### config.mk
export PLATFORM = sky130hd
export DESIGN_NAME = iob_fifo_sync_ext_flat
export DESIGN_NICKNAME = d
export VERILOG_FILES = /design/src/rtl/iob_fifo_sync_ext_if.sv /design/src/rtl/iob_fifo_sync_ext.sv /design/src/flat_wrapper.sv
export SDC_FILE = /design/constraint.sdc
export NUM_CORES = 1
export LEC_CHECK = 0
export BUFFER_PORTS_ARGS = -buffer_cell sky130_fd_sc_hd__buf_4
export CAP_MARGIN = 30
export CORE_MARGIN = 2
export CORE_UTILIZATION = 60
export CTS_BUF_LIST = sky130_fd_sc_hd__clkbuf_8
export CTS_CLUSTER_SIZE = 30
export DETAILED_ROUTE_END_ITERATION = 6
export GPL_ROUTABILITY_DRIVEN = 0
export PLACE_DENSITY = 0.75
export SLEW_MARGIN = 10
export SYNTH_ARGS = -nofsm -noshare
export SYNTH_HDL_FRONTEND = slang
export SYNTH_SLANG_ARGS = --single-unit
export TNS_END_PERCENT = 30
### constraint.sdc
create_clock -name clk -period 6.25 [get_ports clk]
set_input_delay 1.25 -clock clk [delete_from_list [all_inputs] [get_ports clk]]
set_output_delay 1.25 -clock clk [all_outputs]
set_load 0.005 [all_outputs]
### src/rtl/iob_fifo_sync_ext_if.sv
// Producer/consumer-facing bus of the extended synchronous FIFO.
// slave is the FIFO side, master is whoever drives writes, pops and thresholds.
interface iob_fifo_sync_ext_if #(
  parameter int W_DATA_W = 32,
  parameter int R_DATA_W = 8,
  parameter int ADDR_W   = 6
);
  logic                clr;
  logic                w_en;
  logic [W_DATA_W-1:0] w_data;
  logic                w_full;
  logic                w_almost_full;
  logic                r_en;
  logic [R_DATA_W-1:0] r_data;
  logic                r_empty;
  logic                r_almost_empty;
  logic [ADDR_W:0]     af_thresh;
  logic [ADDR_W:0]     ae_thresh;
  logic [ADDR_W:0]     level;
  logic                overflow;
  logic                underflow;

  modport slave (
    input  clr, w_en, w_data, r_en, af_thresh, ae_thresh,
    output w_full, w_almost_full, r_data, r_empty, r_almost_empty, level, overflow, underflow
  );

  modport master (
    output clr, w_en, w_data, r_en, af_thresh, ae_thresh,
    input  w_full, w_almost_full, r_data, r_empty, r_almost_empty, level, overflow, underflow
  );
endinterface

### src/rtl/iob_fifo_sync_ext.sv
// Single-clock asymmetric-width FIFO; r_data one cycle after pop (FWFT=0) or head word shown
// through a two-stage prefetch (FWFT=1); full/empty drop requests and latch sticky error flags.
module iob_fifo_sync_ext #(
  parameter int W_DATA_W = 32,
  parameter int R_DATA_W = 8,
  parameter int ADDR_W   = 6,
  parameter int FWFT     = 0
) (
  input logic                 clk,
  input logic                 rst,
  iob_fifo_sync_ext_if.slave  bus
);
  localparam int MIN_W     = (W_DATA_W < R_DATA_W) ? W_DATA_W : R_DATA_W;
  localparam int W_INCR    = W_DATA_W / MIN_W;
  localparam int R_INCR    = R_DATA_W / MIN_W;
  localparam int LVL_W     = ADDR_W + 1;
  localparam int FIFO_SIZE = 2 ** ADDR_W;

  localparam logic [LVL_W-1:0]  W_INC_L  = LVL_W'(W_INCR);
  localparam logic [LVL_W-1:0]  R_INC_L  = LVL_W'(R_INCR);
  localparam logic [LVL_W-1:0]  FULL_LIM = LVL_W'(FIFO_SIZE - W_INCR);
  localparam logic [ADDR_W-1:0] W_STEP   = ADDR_W'(W_INCR);
  localparam logic [ADDR_W-1:0] R_STEP   = ADDR_W'(R_INCR);

  // Storage is kept in narrow units; pointers step by their port's ratio so they stay aligned.
  logic [MIN_W-1:0]    mem_q [FIFO_SIZE];

  logic [LVL_W-1:0]    level_q, level_d;
  logic [ADDR_W-1:0]   w_ptr_q, w_ptr_d;
  logic [ADDR_W-1:0]   r_ptr_q, r_ptr_d;
  logic [R_DATA_W-1:0] r_data_q, r_data_d;
  logic                out_vld_q, out_vld_d;
  logic                a_vld_q, a_vld_d;
  logic [R_DATA_W-1:0] a_dat_q, a_dat_d;
  logic                ovf_q, ovf_d;
  logic                unf_q, unf_d;

  logic                w_full, r_empty;
  logic                w_en_int, r_en_int;
  logic                a_load, b_load, ram_rd;
  logic [LVL_W-1:0]    ram_lvl;
  logic [R_DATA_W-1:0] rd_word;

  always_comb begin
    rd_word = '0;
    for (int i = 0; i < R_INCR; i++) begin
      rd_word[i*MIN_W +: MIN_W] = mem_q[r_ptr_q + ADDR_W'(i)];
    end
  end

  assign w_full  = level_q > FULL_LIM;
  assign r_empty = (FWFT != 0) ? ~out_vld_q : (level_q < R_INC_L);
  // Words already pulled into the prefetch stages still count in level, so subtract them.
  assign ram_lvl = level_q - (out_vld_q ? R_INC_L : '0) - (a_vld_q ? R_INC_L : '0);

  always_comb begin
    w_en_int  = bus.w_en & ~w_full;
    r_en_int  = bus.r_en & ~r_empty;
    b_load    = 1'b0;
    a_load    = 1'b0;
    r_data_d  = r_data_q;
    out_vld_d = out_vld_q;
    a_vld_d   = a_vld_q;
    a_dat_d   = a_dat_q;

    if (FWFT != 0) begin
      // Stage A holds the RAM read, stage B is the visible head; both advance on a pop.
      b_load = a_vld_q & (~out_vld_q | r_en_int);
      a_load = (ram_lvl >= R_INC_L) & (~a_vld_q | b_load);
      if (b_load) begin
        r_data_d  = a_dat_q;
        out_vld_d = 1'b1;
      end else if (r_en_int) begin
        out_vld_d = 1'b0;
      end
      if (a_load) begin
        a_dat_d = rd_word;
        a_vld_d = 1'b1;
      end else if (b_load) begin
        a_vld_d = 1'b0;
      end
      ram_rd = a_load;
    end else begin
      if (r_en_int) r_data_d = rd_word;
      ram_rd = r_en_int;
    end

    level_d = level_q + (w_en_int ? W_INC_L : '0) - (r_en_int ? R_INC_L : '0);
    w_ptr_d = w_en_int ? w_ptr_q + W_STEP : w_ptr_q;
    r_ptr_d = ram_rd   ? r_ptr_q + R_STEP : r_ptr_q;
    ovf_d   = ovf_q | (bus.w_en & w_full);
    unf_d   = unf_q | (bus.r_en & r_empty);
  end

  always_ff @(posedge clk) begin
    if (rst || bus.clr) begin
      level_q   <= '0;
      w_ptr_q   <= '0;
      r_ptr_q   <= '0;
      r_data_q  <= '0;
      out_vld_q <= 1'b0;
      a_vld_q   <= 1'b0;
      a_dat_q   <= '0;
      ovf_q     <= 1'b0;
      unf_q     <= 1'b0;
    end else begin
      level_q   <= level_d;
      w_ptr_q   <= w_ptr_d;
      r_ptr_q   <= r_ptr_d;
      r_data_q  <= r_data_d;
      out_vld_q <= out_vld_d;
      a_vld_q   <= a_vld_d;
      a_dat_q   <= a_dat_d;
      ovf_q     <= ovf_d;
      unf_q     <= unf_d;
    end
  end

  always_ff @(posedge clk) begin
    if (w_en_int && !bus.clr && !rst) begin
      for (int i = 0; i < W_INCR; i++) begin
        mem_q[w_ptr_q + ADDR_W'(i)] <= bus.w_data[i*MIN_W +: MIN_W];
      end
    end
  end

  assign bus.w_full         = w_full;
  assign bus.w_almost_full  = level_q >= bus.af_thresh;
  assign bus.r_data         = r_data_q;
  assign bus.r_empty        = r_empty;
  assign bus.r_almost_empty = level_q <= bus.ae_thresh;
  assign bus.level          = level_q;
  assign bus.overflow       = ovf_q;
  assign bus.underflow      = unf_q;
endmodule
### src/flat_wrapper.sv
// flat-port wrapper written by rule: the top's interface ports become plain ports
module iob_fifo_sync_ext_flat 
#(
  parameter int W_DATA_W = 32,
  parameter int R_DATA_W = 8,
  parameter int ADDR_W   = 6,
  parameter int FWFT     = 0
)
  (clk, rst, bus_clr, bus_w_en, bus_w_data, bus_r_en, bus_af_thresh, bus_ae_thresh, bus_w_full, bus_w_almost_full, bus_r_data, bus_r_empty, bus_r_almost_empty, bus_level, bus_overflow, bus_underflow);
  iob_fifo_sync_ext_if #(.W_DATA_W(W_DATA_W), .R_DATA_W(R_DATA_W), .ADDR_W(ADDR_W)) bus_i ();
  input logic clk;
  input logic rst;
  input wire logic [$bits(bus_i.clr)-1:0] bus_clr;
  input wire logic [$bits(bus_i.w_en)-1:0] bus_w_en;
  input wire logic [$bits(bus_i.w_data)-1:0] bus_w_data;
  input wire logic [$bits(bus_i.r_en)-1:0] bus_r_en;
  input wire logic [$bits(bus_i.af_thresh)-1:0] bus_af_thresh;
  input wire logic [$bits(bus_i.ae_thresh)-1:0] bus_ae_thresh;
  output wire logic [$bits(bus_i.w_full)-1:0] bus_w_full;
  output wire logic [$bits(bus_i.w_almost_full)-1:0] bus_w_almost_full;
  output wire logic [$bits(bus_i.r_data)-1:0] bus_r_data;
  output wire logic [$bits(bus_i.r_empty)-1:0] bus_r_empty;
  output wire logic [$bits(bus_i.r_almost_empty)-1:0] bus_r_almost_empty;
  output wire logic [$bits(bus_i.level)-1:0] bus_level;
  output wire logic [$bits(bus_i.overflow)-1:0] bus_overflow;
  output wire logic [$bits(bus_i.underflow)-1:0] bus_underflow;
  assign bus_i.clr = bus_clr;
  assign bus_i.w_en = bus_w_en;
  assign bus_i.w_data = bus_w_data;
  assign bus_i.r_en = bus_r_en;
  assign bus_i.af_thresh = bus_af_thresh;
  assign bus_i.ae_thresh = bus_ae_thresh;
  assign bus_w_full = bus_i.w_full;
  assign bus_w_almost_full = bus_i.w_almost_full;
  assign bus_r_data = bus_i.r_data;
  assign bus_r_empty = bus_i.r_empty;
  assign bus_r_almost_empty = bus_i.r_almost_empty;
  assign bus_level = bus_i.level;
  assign bus_overflow = bus_i.overflow;
  assign bus_underflow = bus_i.underflow;
  iob_fifo_sync_ext #(.W_DATA_W(W_DATA_W), .R_DATA_W(R_DATA_W), .ADDR_W(ADDR_W), .FWFT(FWFT)) u_core (.clk(clk), .rst(rst), .bus(bus_i));
endmodule
# Word-level counts from Yosys, hierarchy flattened
# Memories as Yosys holds them, arrays and structs flattened. A register that Yosys moved wholly into a read port is not among the register bits.
# Cells that the tools add are included.
classes:
  bitwise_logic: 8
  n_lt_le_gt_ge: 4
  n_mux: 4
  add_sub_neg: 7
  n_reduce_logical: 5
op_table:
  columns: ["op", "count"]
  rows:
  - ["6-bit by 1-bit adder with 6-bit output (second input constant)", 2]
  - ["6-bit by 2-bit adder with 6-bit output (second input constant)", 2]
  - ["7-bit adder", 1]
  - ["7-bit >= comparator", 1]
  - ["7-bit by 6-bit > comparator with 1-bit output (second input constant)", 1]
  - ["7-bit less-or-equal comparator", 1]
  - ["7-bit by 1-bit less-than comparator with 1-bit output (second input constant)", 1]
  - ["7-bit subtractor", 1]
  - ["6-bit by 3-bit adder with 6-bit output (second input constant)", 1]
  - ["1-bit AND", 4]
  - ["1-bit two-way mux", 3]
  - ["3-bit two-way mux", 1]
  - ["1-bit logical AND", 2]
  - ["1-bit zero test", 2]
  - ["1-bit NOT", 2]
  - ["1-bit bitwise OR", 2]
  - ["1-bit logical OR", 1]
totals:
  n_memories: 1
  word_cells: 34
  ramBits: 512
  out_inout_bits: 21
  in_bits: 51
  register_bits: 21
memory_table:
  columns: ["memory", "words", "word_bits", "read_ports", "rd_ports_with_merged_regs", "write_ports", "line", "text"]
  rows:
  - ["u_core.mem_q", 64, 8, 1, 1, 4, "iob_fifo_sync_ext.sv:26", "logic [MIN_W-1:0] mem_q [FIFO_SIZE];"]

# Depth between registers and ports, before layout
# Gate-level depths: netlist (run 1).
depth:
  word_depth: 7
  ltp_mapped: 15
  mapped_depth_nobuf: 15

# Least setup slack after synthesis (run 1)
# No wires, ideal clock.
synth_timing:
  path_kind: "input port to flip-flop"
  from: "input port bus_clr"
  to: "memory u_core.mem_q[12][0] (netlist name) (enable)"
  setup_slack_ns: 1.471
  n_path_buf: 1
  required_ns: 5.789
  arrival_time_ns: 4.318
  path_stages: 5
  cell_sequence: "or2_2 > clkbuf_1 > nor2_1 > nand3_1 > nor3_1"
synth_rtl:
  columns: ["element", "line", "text"]
  rows:
  - ["from (decl)", "flat_wrapper.sv:13", "input wire logic [$bits(bus_i.clr)-1:0] bus_clr;"]
  - ["to (decl)", "iob_fifo_sync_ext.sv:26", null]

# Final worst setup path (run 1)
layout_timing:
  from: "input port bus_af_thresh[0]"
  to: "output port bus_w_almost_full"
layout_via:
  elab_chain_cells: 1
layout_rtl:
  columns: ["element", "line", "text"]
  rows:
  - ["from (decl)", "flat_wrapper.sv:17", "input wire logic [$bits(bus_i.af_thresh)-1:0] bus_af_thresh;"]
  - ["7-bit >= comparator", "iob_fifo_sync_ext.sv:128", "assign bus.w_almost_full = level_q >= bus.af_thresh;"]
  - ["to (decl)", "flat_wrapper.sv:20", "output wire logic [$bits(bus_i.w_almost_full)-1:0] bus_w_almost_full;"]
# Every way passes these cells.

==> flow_summary_export.csv, run 1 <==
group,metric,value,unit
run_status,status,"complete, no violations",
logic_synthesis,synth_fa_ha_area_share,1.790,%
logic_synthesis,synth-seq-cells,539,
power_and_ir_drop,p_leak,8.025,nW
run,maxCapViolations,0,
sta,setup_viol,0,
clock_tree,ctsHtreeMaxLevel,3,
sta,tns,0,ps
sta,slew_headroom,37.26,%
setup_path,crit_chain,"buf_4 -> ha_1 -> nand2b_1 -> a21o_1 -> a21o_1 -> a21o_1 -> a21oi_1 -> o21ai_0 -> buf_4",
logic_synthesis,synthSimpleGateAreaFrac,3.083,%
setup_path,endpoint_kind,"output pin",
layout,final_common_cell,"edfxtp_1",
logic_synthesis,async_reset_ff_share,0,%
setup_path,criticalPathCategory,"primary input to output pin",
layout,multiInputGateArea,5102,µm²
clock_tree,cts-resized-gates,0,
clock_tree,cts_buffers,84,
logic_synthesis,synth_nets,1167,
power_and_ir_drop,power_density,316.9,nW/µm²
clock_tree,clockRootBuffer,"clkbuf_8",
setup_path,critPathRequiredTime,5000,ps
logic_synthesis,synth_area_per_cell,19.69,µm²
setup_path,critPathTopFamily,"compound AO/OA/AOI/OAI gates",
logic_synthesis,netlist_instances,1086,
logic_synthesis,synth_top_family_by_area,"multiplexers",
sta,rsz0062_at_grt,"false",
die,die-area,37170,µm²
route,viasPerCell,6.204,
route,drcViolationCount,0,
worst_hold_path,hold_path.class,"register to register",
route,post_drt_wl_per_cell,25.52,µm
layout,fin_area,24250,µm²
clock_tree,tritoncts,"built",
logic_synthesis,muxShareOfSynthArea,14.25,%
route,wl,44.57,mm
sta,tightestPinTransition,938.9,ps
setup_path,crit_buf_inv,2,
setup_path,worstPathMaxFanout,1,
global_route,gr-total-overflow,0,
die,pin_count,72,
power_and_ir_drop,vdd_drop_max,0.0002200,V
setup_path,worst-path-stages,9,
layout,final.fill_count,2151,
worst_hold_path,min_path_cells,2,
clock_tree,clk_path_buf_depth,3,
route,drt-pass1-iter-count,5,
setup_path,cp_data_arrival_time,2610,ps
route,drtAntennaViolNets,0,
placed_design,io_buffers,71,
global_route,grt_use_total,24.87,%
die,die_x,192.8,µm
setup_path,startpoint_type,"primary input",
setup_path,critPathMaxStageDelay,250,ps
logic_synthesis,synthXorXnorAreaFrac,0.4095,%
route,wl_met1,18.72,mm
sta,min_period_over_period,61.72,%
die,core,35310,µm²
logic_synthesis,synthDistinctLibCells,52,
die,placementRows,69,
global_route,grt_max_degree,87,
sta,hold_viol,0,
route,wl_met2,21.64,mm
logic_synthesis,syn_area,21390,µm²
clock_tree,path_clk_slew,60,ps
layout,syn2layout_area_growth,13.37,%
sta,finalMaxSlewViolations,0,
layout,nets,1303,
route,num_vias,10830,
logic_synthesis,synth-edff-count,512,
sta,timing.fmax,259.2,MHz
logic_synthesis,ys_seq_area_share,74.42,%
route,routed.top_layer,"met4",
global_route,grt_first_pass_wirelength,66.49,mm
placed_design,place_hpwl,24.82,mm
clock_tree,postCtsSetupBuffers,0,
sta,finalClockSkew,25.06,ps
setup_path,reg2regPathDepth,7,
global_route,grt_pass1_vias,10990,
logic_synthesis,ys.warnings.count,0,
global_route,antenna_found_initial,0,
logic_synthesis,synth_compound_area_share,3.773,%
setup_path,cp_slowest_cell,"ha_1",
clock_tree,ctsHoldBuffers,0,
placed_design,dpl_cell_area,22560,µm²
route,drt_iter0_markers,1049,
layout,layout_common_cells,"edfxtp_1 (512), mux4_2 (94), clkbuf_8 (91), buf_4 (89), mux2i_1 (72)",
layout,diodes,0,
clock_tree,cts.sinks,539,
layout,drive_gt1_share,25.60,%
die,die_height,192.8,µm
die,start_util,60.57,%
sta,fin_crit,3857,ps
layout,seqCellArea,15920,µm²
setup_path,cp_common_cell,"a21o_1",
route,route.met3.wl,3.216,mm
logic_synthesis,synth_flop_cell,"edfxtp_1",
clock_tree,clk_latency,610,ps
[worst reg2reg max path, stage by stage, from the launching register on]
cell and delay (ps):
dfxtp_1 530, ha_1 210, nand4bb_1 120, a41oi_2 290
nand2_2 180, nor2_1 220, nand3b_1 330, nor2_4 840
[power by group]
part	internal (mW)	switching, mW	total, mW
registers	3.99	0.0832	4.08
clock network	1.41	1.28	2.70
logic	0.458	0.452	0.910
[cell families (layout without fill, tap and decap cells)]
kind of cell | count (synthesis) | after routing
compound gates | 116 | 116
xor+xnor | 10 | 10
fa+ha+maj | 30 | 30
buf+inv | 80 | 279
flops | 539 | 539
mux | 174 | 174
simple gates | 137 | 137
[per-layer routing]
layer  GRT usage, %  up-vias
li1               -     4717
met1          35.87     5589
met2          39.11      464
met3          4.583       63
met4          8.133        0
met5              0        -
[stage by stage]
step	hold WS [ps]	std cells	utilization (%)	setup WS (ps)	power [mW]
finish	456.9	1746	68.67	2393	7.683
global route	490.8	1746	68.67	2313	8.001
CTS	455.8	1740	68.24	2373	7.751
detailed placement	442.5	1591	63.90	2373	5.071
global placement	450.4	1585	63.43	2373	5.051
floorplan	450.0	1086	-	1471	4.812
[final cells by class]
type                       instances  share of cell area [%]
timing repair buffer             102                   4.139
clock buffer                      91                   5.166
inverter                          28                  0.4335
tap                              461                   2.379
clock inverter                    58                   1.161
multi-input combinational        467                   21.04
sequential                       539                   65.68
[synthesized netlist by cell type, drive strengths merged (6+ instances only)]
cell,n,area [µm²]
o221ai,9,78.83
nand3b,6,45.04
nor2,37,138.9
nor3,6,30.03
mux4,102,2327
o21ai,22,110.1
clkbuf,18,117.6
a32oi,6,52.55
o22ai,21,131.4
a21oi,21,105.1
edfxtp,512,15370
a21o,6,45.04
xor2,6,52.55
ha,29,362.9
dfxtp,27,540.5
mux2i,72,720.7
nand3,28,140.1
nand2,39,148.9
buf,34,264.0
a211oi,15,147.6
a31oi,7,50.05
inv,27,101.4
[flip-flops by register name (all words and copies together), names as in the netlist]
signal and count:
u_core.mem_q 512, u_core.r_ptr_q 6, u_core.bus.overflow 1, u_core.bus.underflow 1
u_core.w_ptr_q 4, u_core.bus.level 7, u_core.bus.r_data 8
[final timing paths]
kind / start / endpoint / slack, ps
setup / recovery: bus_af_thresh[0] / bus_w_almost_full / 2390
hold / removal: u_core.bus.r_data[7] / u_core.bus.r_data[7] / 460
setup reg to reg: u_core.bus.level[4] / u_core.mem_q[59][2] / 3130
hold reg to reg: u_core.bus.r_data[7] / u_core.bus.r_data[7] / 460
Note: power is estimated with default switching activity, not from simulation.
==> run 2: changes to the inputs <==
--- a/config.mk
+++ b/config.mk
@@ -8,12 +8,12 @@
 export BUFFER_PORTS_ARGS = -buffer_cell sky130_fd_sc_hd__buf_4
 export CAP_MARGIN = 30
 export CORE_MARGIN = 2
-export CORE_UTILIZATION = 60
+export CORE_UTILIZATION = 58
 export CTS_BUF_LIST = sky130_fd_sc_hd__clkbuf_8
 export CTS_CLUSTER_SIZE = 30
 export DETAILED_ROUTE_END_ITERATION = 6
 export GPL_ROUTABILITY_DRIVEN = 0
-export PLACE_DENSITY = 0.75
+export PLACE_DENSITY = 0.76
 export SLEW_MARGIN = 10
 export SYNTH_ARGS = -nofsm -noshare
 export SYNTH_HDL_FRONTEND = slang
==> constraint.sdc (replaced) <==
create_clock -name clk -period 3.4 [get_ports clk]
set_input_delay 0.68 -clock clk [delete_from_list [all_inputs] [get_ports clk]]
set_output_delay 0.68 -clock clk [all_outputs]
set_load 0.005 [all_outputs]
==> run 2 against run 1 <==
  * Total power up 86%
  * Critical path type is now register to output pin
  * Critical path depth is the same
  * Combinational power increased by 96%
  * Clock skew increased by 8.3 ps
  * Largest power group unchanged
  * Routed wire length increased by 0.25%
  * Count of clock-buffer cells in the layout fell by 4
  * First-iteration DRC count decreased by 10%
  * Flip-flop and latch count stayed put
  * Utilization shrank 1.9 points
  * Cell area grew 0.29%
==> flow_summary_export.csv, run 2 (synthesis gave the netlist of run 1 again) <==
group,metric,value,unit
global_route,grt_first_pass_wirelength,67.07,mm
worst_hold_path,hold_path_startpoint,"bus_r_en",
route,drt_iter0_markers,939,
sta,setup_viol,0,
route,num_vias,10920,
setup_path,cp_data_arrival_time,2430,ps
layout,diodes,0,
layout,drive_gt1_share,27.12,%
sta,finalClockSkew,33.36,ps
power_and_ir_drop,combPwrFrac,12.5,%
global_route,gr-total-overflow,0,
die,die-area,38430,µm²
sta,tightestPinTransition,800.2,ps
setup_path,critPathRequiredTime,2720,ps
global_route,antenna_found_initial,0,
layout,top_register,"u_core.mem_q",
die,start_util,58.70,%
sta,hold_ws,317.0,ps
global_route,grt_max_degree,52,
setup_path,startpoint_type,"register",
clock_tree,clk_latency,620,ps
setup_path,rr_endpoint,"u_core.mem_q[6][1]",
route,post_drt_wl_per_cell,25.14,µm
power_and_ir_drop,p_leak,8.065,nW
global_route,grt_pass1_vias,11190,
clock_tree,cts_buffers,83,
layout,largest_reg_flops,512,
power_and_ir_drop,clkPwrFrac,35.4,%
clock_tree,postCtsSetupBuffers,0,
route,drt-pass1-iter-count,5,
setup_path,reg2reg_from,"u_core.bus.level[4]",
global_route,grt_use_total,23.92,%
die,die_x,196.0,µm
route,route.met3.wl,3.506,mm
route,routed.top_layer,"met4",
run,maxCapViolations,0,
layout,layout_common_cells,"edfxtp_1 (512), buf_4 (116), mux4_2 (94), clkbuf_8 (87), mux2i_1 (72)",
route,drtAntennaViolNets,0,
setup_path,r2r_slack,540,ps
route,wl,44.68,mm
layout,final_common_cell,"edfxtp_1",
clock_tree,cts.sinks,539,
run_status,status,"complete, no violations",
route,wl_met1,18.16,mm
power_and_ir_drop,power_switching,3.381,mW
die,placementRows,70,
clock_tree,ctsHtreeMaxLevel,3,
clock_tree,path_clk_slew,60,ps
layout,syn2layout_area_growth,13.70,%
layout,final.fill_count,2361,
power_and_ir_drop,power,14.30,mW
clock_tree,cts-resized-gates,0,
sta,fin_crit,3113,ps
sta,min_period_over_period,91.56,%
clock_tree,clk_path_buf_depth,3,
sta,hold_viol,0,
route,drcViolationCount,0,
route,wl_met2,22.07,mm
die,core,36430,µm²
worst_hold_path,min_path_cells,3,
setup_path,reg2regPathDepth,8,
power_and_ir_drop,vdd_drop_max,0.0003375,V
die,pin_count,72,
sta,slew_headroom,46.65,%
clock_tree,clockRootBuffer,"clkbuf_8",
worst_hold_path,holdPathEnd,"u_core.bus.underflow",
die,die_height,196.0,µm
sta,timing.fmax,321.2,MHz
placed_design,io_buffers,71,
clock_tree,tritoncts,"built",
layout,nets,1323,
worst_hold_path,hold_path.class,"primary input to register",
sta,rsz0062_at_grt,"false",
power_and_ir_drop,pwr-share-seq,52.1,%
clock_tree,ctsHoldBuffers,0,
power_and_ir_drop,power_density,588.1,nW/µm²
setup_path,endpoint_kind,"output pin",
setup_path,worstPathMaxFanout,4,
power_and_ir_drop,p_int,10.92,mW
sta,finalMaxSlewViolations,0,
placed_design,place_hpwl,26.38,mm
route,viasPerCell,6.145,
setup_path,criticalPathCategory,"register to output pin",
power_and_ir_drop,p_sw_share,23.64,%
==> run 2: worst max-delay path: stages, from the launching register on <==
cell	delay, ps
dfxtp_1	390
inv_1	120
ha_1	290
nand2b_1	140
a21o_1	170
a21o_1	180
a21o_1	170
a21oi_1	130
o21ai_0	90
buf_4	140
==> run 2: power by group through the flow <==
stage | Clock [mW] | Sequential, mW | Combinational [mW]
2_1_floorplan | 0 | 7.54 | 1.30
3_3_place_gp | 0 | 7.59 | 1.78
3_5_place_dp | 0 | 7.60 | 1.80
4_1_cts | 5.17 | 7.46 | 1.80
5_1_grt | 5.46 | 7.46 | 1.96
6_report | 5.07 | 7.45 | 1.78
==> run 2: layout make-up <==
cell class                      instances  area [µm²]  area share [%]
Clock inverter                         65       384.1           1.580
Timing Repair Buffer                  123        1011           4.157
Sequential cell                       539       15920           65.48
Tap cell                              468       585.6           2.408
Clock buffer                           87        1197           4.924
Multi-Input combinational cell        467        5110           21.01
Inverter                               28       105.1          0.4322
==> run 2: worst max-delay path by stage <==
stage / slack [ps] / start / endpoint / cells after the start
finish: 290 / u_core.bus.level[0] / bus_w_almost_full / 9
global route: 170 / u_core.bus.level[0] / bus_w_almost_full / 9
CTS: 220 / u_core.bus.level[0] / bus_w_almost_full / 9
detailed placement: 550 / u_core.bus.level[4] / u_core.bus.level[6] / 13
global placement: 640 / u_core.bus.level[4] / u_core.bus.level[6] / 13
floorplan: -810 / bus_clr / u_core.mem_q[10][0] / 5
==> run 2: routing by layer <==
metal  vias up  GRT usage, %
met4         0         8.137
met5         -             0
li1       4765             -
met2       492         39.32
met3        63         4.762
met1      5600         32.63
==> run 2: through the flow <==
stage	instances	TNS, ps	setup WS (ps)	cell area [µm²]	util, %
floorplan	1086	-52260	-806.5	21400	-
global placement	1625	0	637.3	22740	62.40
detailed placement	1625	0	547.7	22740	62.40
CTS	1777	0	223.8	24320	66.74
global route	1777	0	165.6	24320	66.74
finish	1777	0	286.9	24320	66.74
==> run 3: changes to the inputs <==
--- a/config.mk
+++ b/config.mk
@@ -5,7 +5,7 @@
 export SDC_FILE = /design/constraint.sdc
 export NUM_CORES = 1
 export LEC_CHECK = 0
-export BUFFER_PORTS_ARGS = -buffer_cell sky130_fd_sc_hd__buf_4
+export BUFFER_PORTS_ARGS = -buffer_cell sky130_fd_sc_hd__buf_2
 export CAP_MARGIN = 30
 export CORE_MARGIN = 2
 export CORE_UTILIZATION = 58
==> run 3 against run 2 <==
  * Hold slack got worse by 3.3 ps
  * Clock skew decreased by 13 ps
  * Total power decreased by 1.9%
  * Die area unchanged
  * Highest routed layer unchanged
  * Non-clock buffer count decreased by 3
  * Critical path type unchanged
  * Flip-flop and latch count unchanged
  * Utilization decreased by 0.68 points
  * Clock power decreased by 4.5%
  * Setup slack improved by 37 ps
  * Register-to-register slack about the same
  * Via count increased by 0.53%
==> flow_summary_export.csv, run 3 (synthesis gave the netlist of run 1 again) <==
group,metric,value,unit
die,die-area,38430,µm²
global_route,grt_pass1_vias,11180,
setup_path,cp_data_arrival_time,2400,ps
sta,min_period_over_period,90.48,%
setup_path,endpoint_kind,"output pin",
layout,top_register,"u_core.mem_q",
die,start_util,58.70,%
sta,hold_viol,0,
clock_tree,clockRootBuffer,"clkbuf_8",
setup_path,criticalPathCategory,"register to output pin",
clock_tree,cts-resized-gates,0,
setup_path,critPathRequiredTime,2720,ps
setup_path,worstPathMaxFanout,4,
layout,diodes,0,
route,viasPerCell,6.192,
route,post_drt_wl_per_cell,25.78,µm
setup_path,startpoint_type,"register",
layout,final_common_cell,"edfxtp_1",
sta,finalMaxSlewViolations,0,
clock_tree,clk_path_buf_depth,3,
die,core,36430,µm²
die,placementRows,70,
clock_tree,tritoncts,"built",
worst_hold_path,hold_path.class,"primary input to register",
clock_tree,postCtsSetupBuffers,0,
global_route,antenna_found_initial,0,
route,drtAntennaViolNets,0,
placed_design,io_buffers,71,
global_route,grt_max_degree,49,
clock_tree,clk_latency,620,ps
global_route,grt_first_pass_wirelength,67.99,mm
sta,tns,0,ps
sta,rsz0062_at_grt,"false",
clock_tree,cts.sinks,539,
layout,final.fill_count,2387,
run_status,status,"complete, no violations",
run,maxCapViolations,0,
layout,nets,1321,
route,drcViolationCount,0,
sta,fin_crit,3076,ps
die,die_x,196.0,µm
sta,timing.fmax,325.1,MHz
route,wl,45.70,mm
power_and_ir_drop,power,14.03,mW
route,num_vias,10980,
layout,syn2layout_area_growth,12.54,%
power_and_ir_drop,power_density,583.0,nW/µm²
power_and_ir_drop,p_leak,7.990,nW
clock_tree,cts_buffers,84,
clock_tree,ctsHoldBuffers,0,
die,die_height,196.0,µm
sta,slew_headroom,53.12,%
clock_tree,ctsHtreeMaxLevel,3,
global_route,grt_use_total,24.33,%
sta,finalClockSkew,19.99,ps
route,drt_iter0_markers,958,
layout,layout_common_cells,"edfxtp_1 (512), mux4_2 (94), clkbuf_8 (91), mux2i_1 (72), buf_2 (71)",
clock_tree,path_clk_slew,60,ps
layout,drive_gt1_share,26.90,%
sta,tightestPinTransition,701.3,ps
die,pin_count,72,
layout,largest_reg_flops,512,
placed_design,place_hpwl,26.43,mm
global_route,gr-total-overflow,0,
power_and_ir_drop,vdd_drop_max,0.0003006,V
sta,setup_viol,0,
route,drt-pass1-iter-count,6,
-- run 3: power by group --
part	switching (mW)	total (mW)	internal [mW]
clock	2.37	4.84	2.46
sequential	0.115	7.45	7.34
combinational	0.898	1.74	0.841
-- run 3: final timing paths --
| check | from | slack, ps | endpoint | depth (start not counted) |
|---|---|---|---|---|
| max | u_core.bus.level[0] | 320 | bus_w_almost_full | 9 |
| min | bus_r_en | 310 | u_core.bus.underflow | 3 |
| max reg2reg | u_core.bus.level[4] | 540 | u_core.bus.level[6] | 13 |
| min reg2reg | u_core.bus.underflow | 460 | u_core.bus.underflow | 2 |
-- run 3: final cells by class --
type                            instances  area (µm²)  share of cell area (%)
Clock buffer                           91        1252                   5.204
Clock inverter                         60       255.2                   1.061
Inverter                               28       105.1                  0.4367
Multi-Input combinational cell        467        5110                   21.23
Sequential cell                       539       15920                   66.16
Tap cell                              468       585.6                   2.433
Timing Repair Buffer                  120       835.8                   3.473
-- run 3: per-layer routing --
| metal | track usage [%] | vias to the layer above | share of wire [%] |
|---|---|---|---|
| met3 | 5.278 | 78 | 8.0 |
| met5 | 0 | - | 0 |
| met1 | 33.58 | 5660 | 41 |
| li1 | - | 4745 | - |
| met4 | 8.951 | 0 | 2.5 |
| met2 | 38.90 | 495 | 49 |
-- run 3: critical path: stages, from the launching register on --
cell and delay, ps:
dfxtp_1 380, inv_1 110, ha_1 290, nand2b_1 140, a21o_1 170, a21o_1 180
a21o_1 170, a21oi_1 120, o21ai_0 80, buf_2 130
-- run 3: metrics by stage --
stage | utilization [%] | hold slack, ps | instance area (µm²) | std cells | setup slack, ps
floorplan | - | 450.0 | 21400 | 1086 | -806.5
global placement | 61.92 | 446.1 | 22560 | 1622 | 683.1
detailed placement | 61.92 | 459.4 | 22560 | 1622 | 545.5
CTS | 66.06 | 278.4 | 24070 | 1773 | 266.9
global route | 66.06 | 293.8 | 24070 | 1773 | 178.6
finish | 66.06 | 313.6 | 24070 | 1773 | 323.7
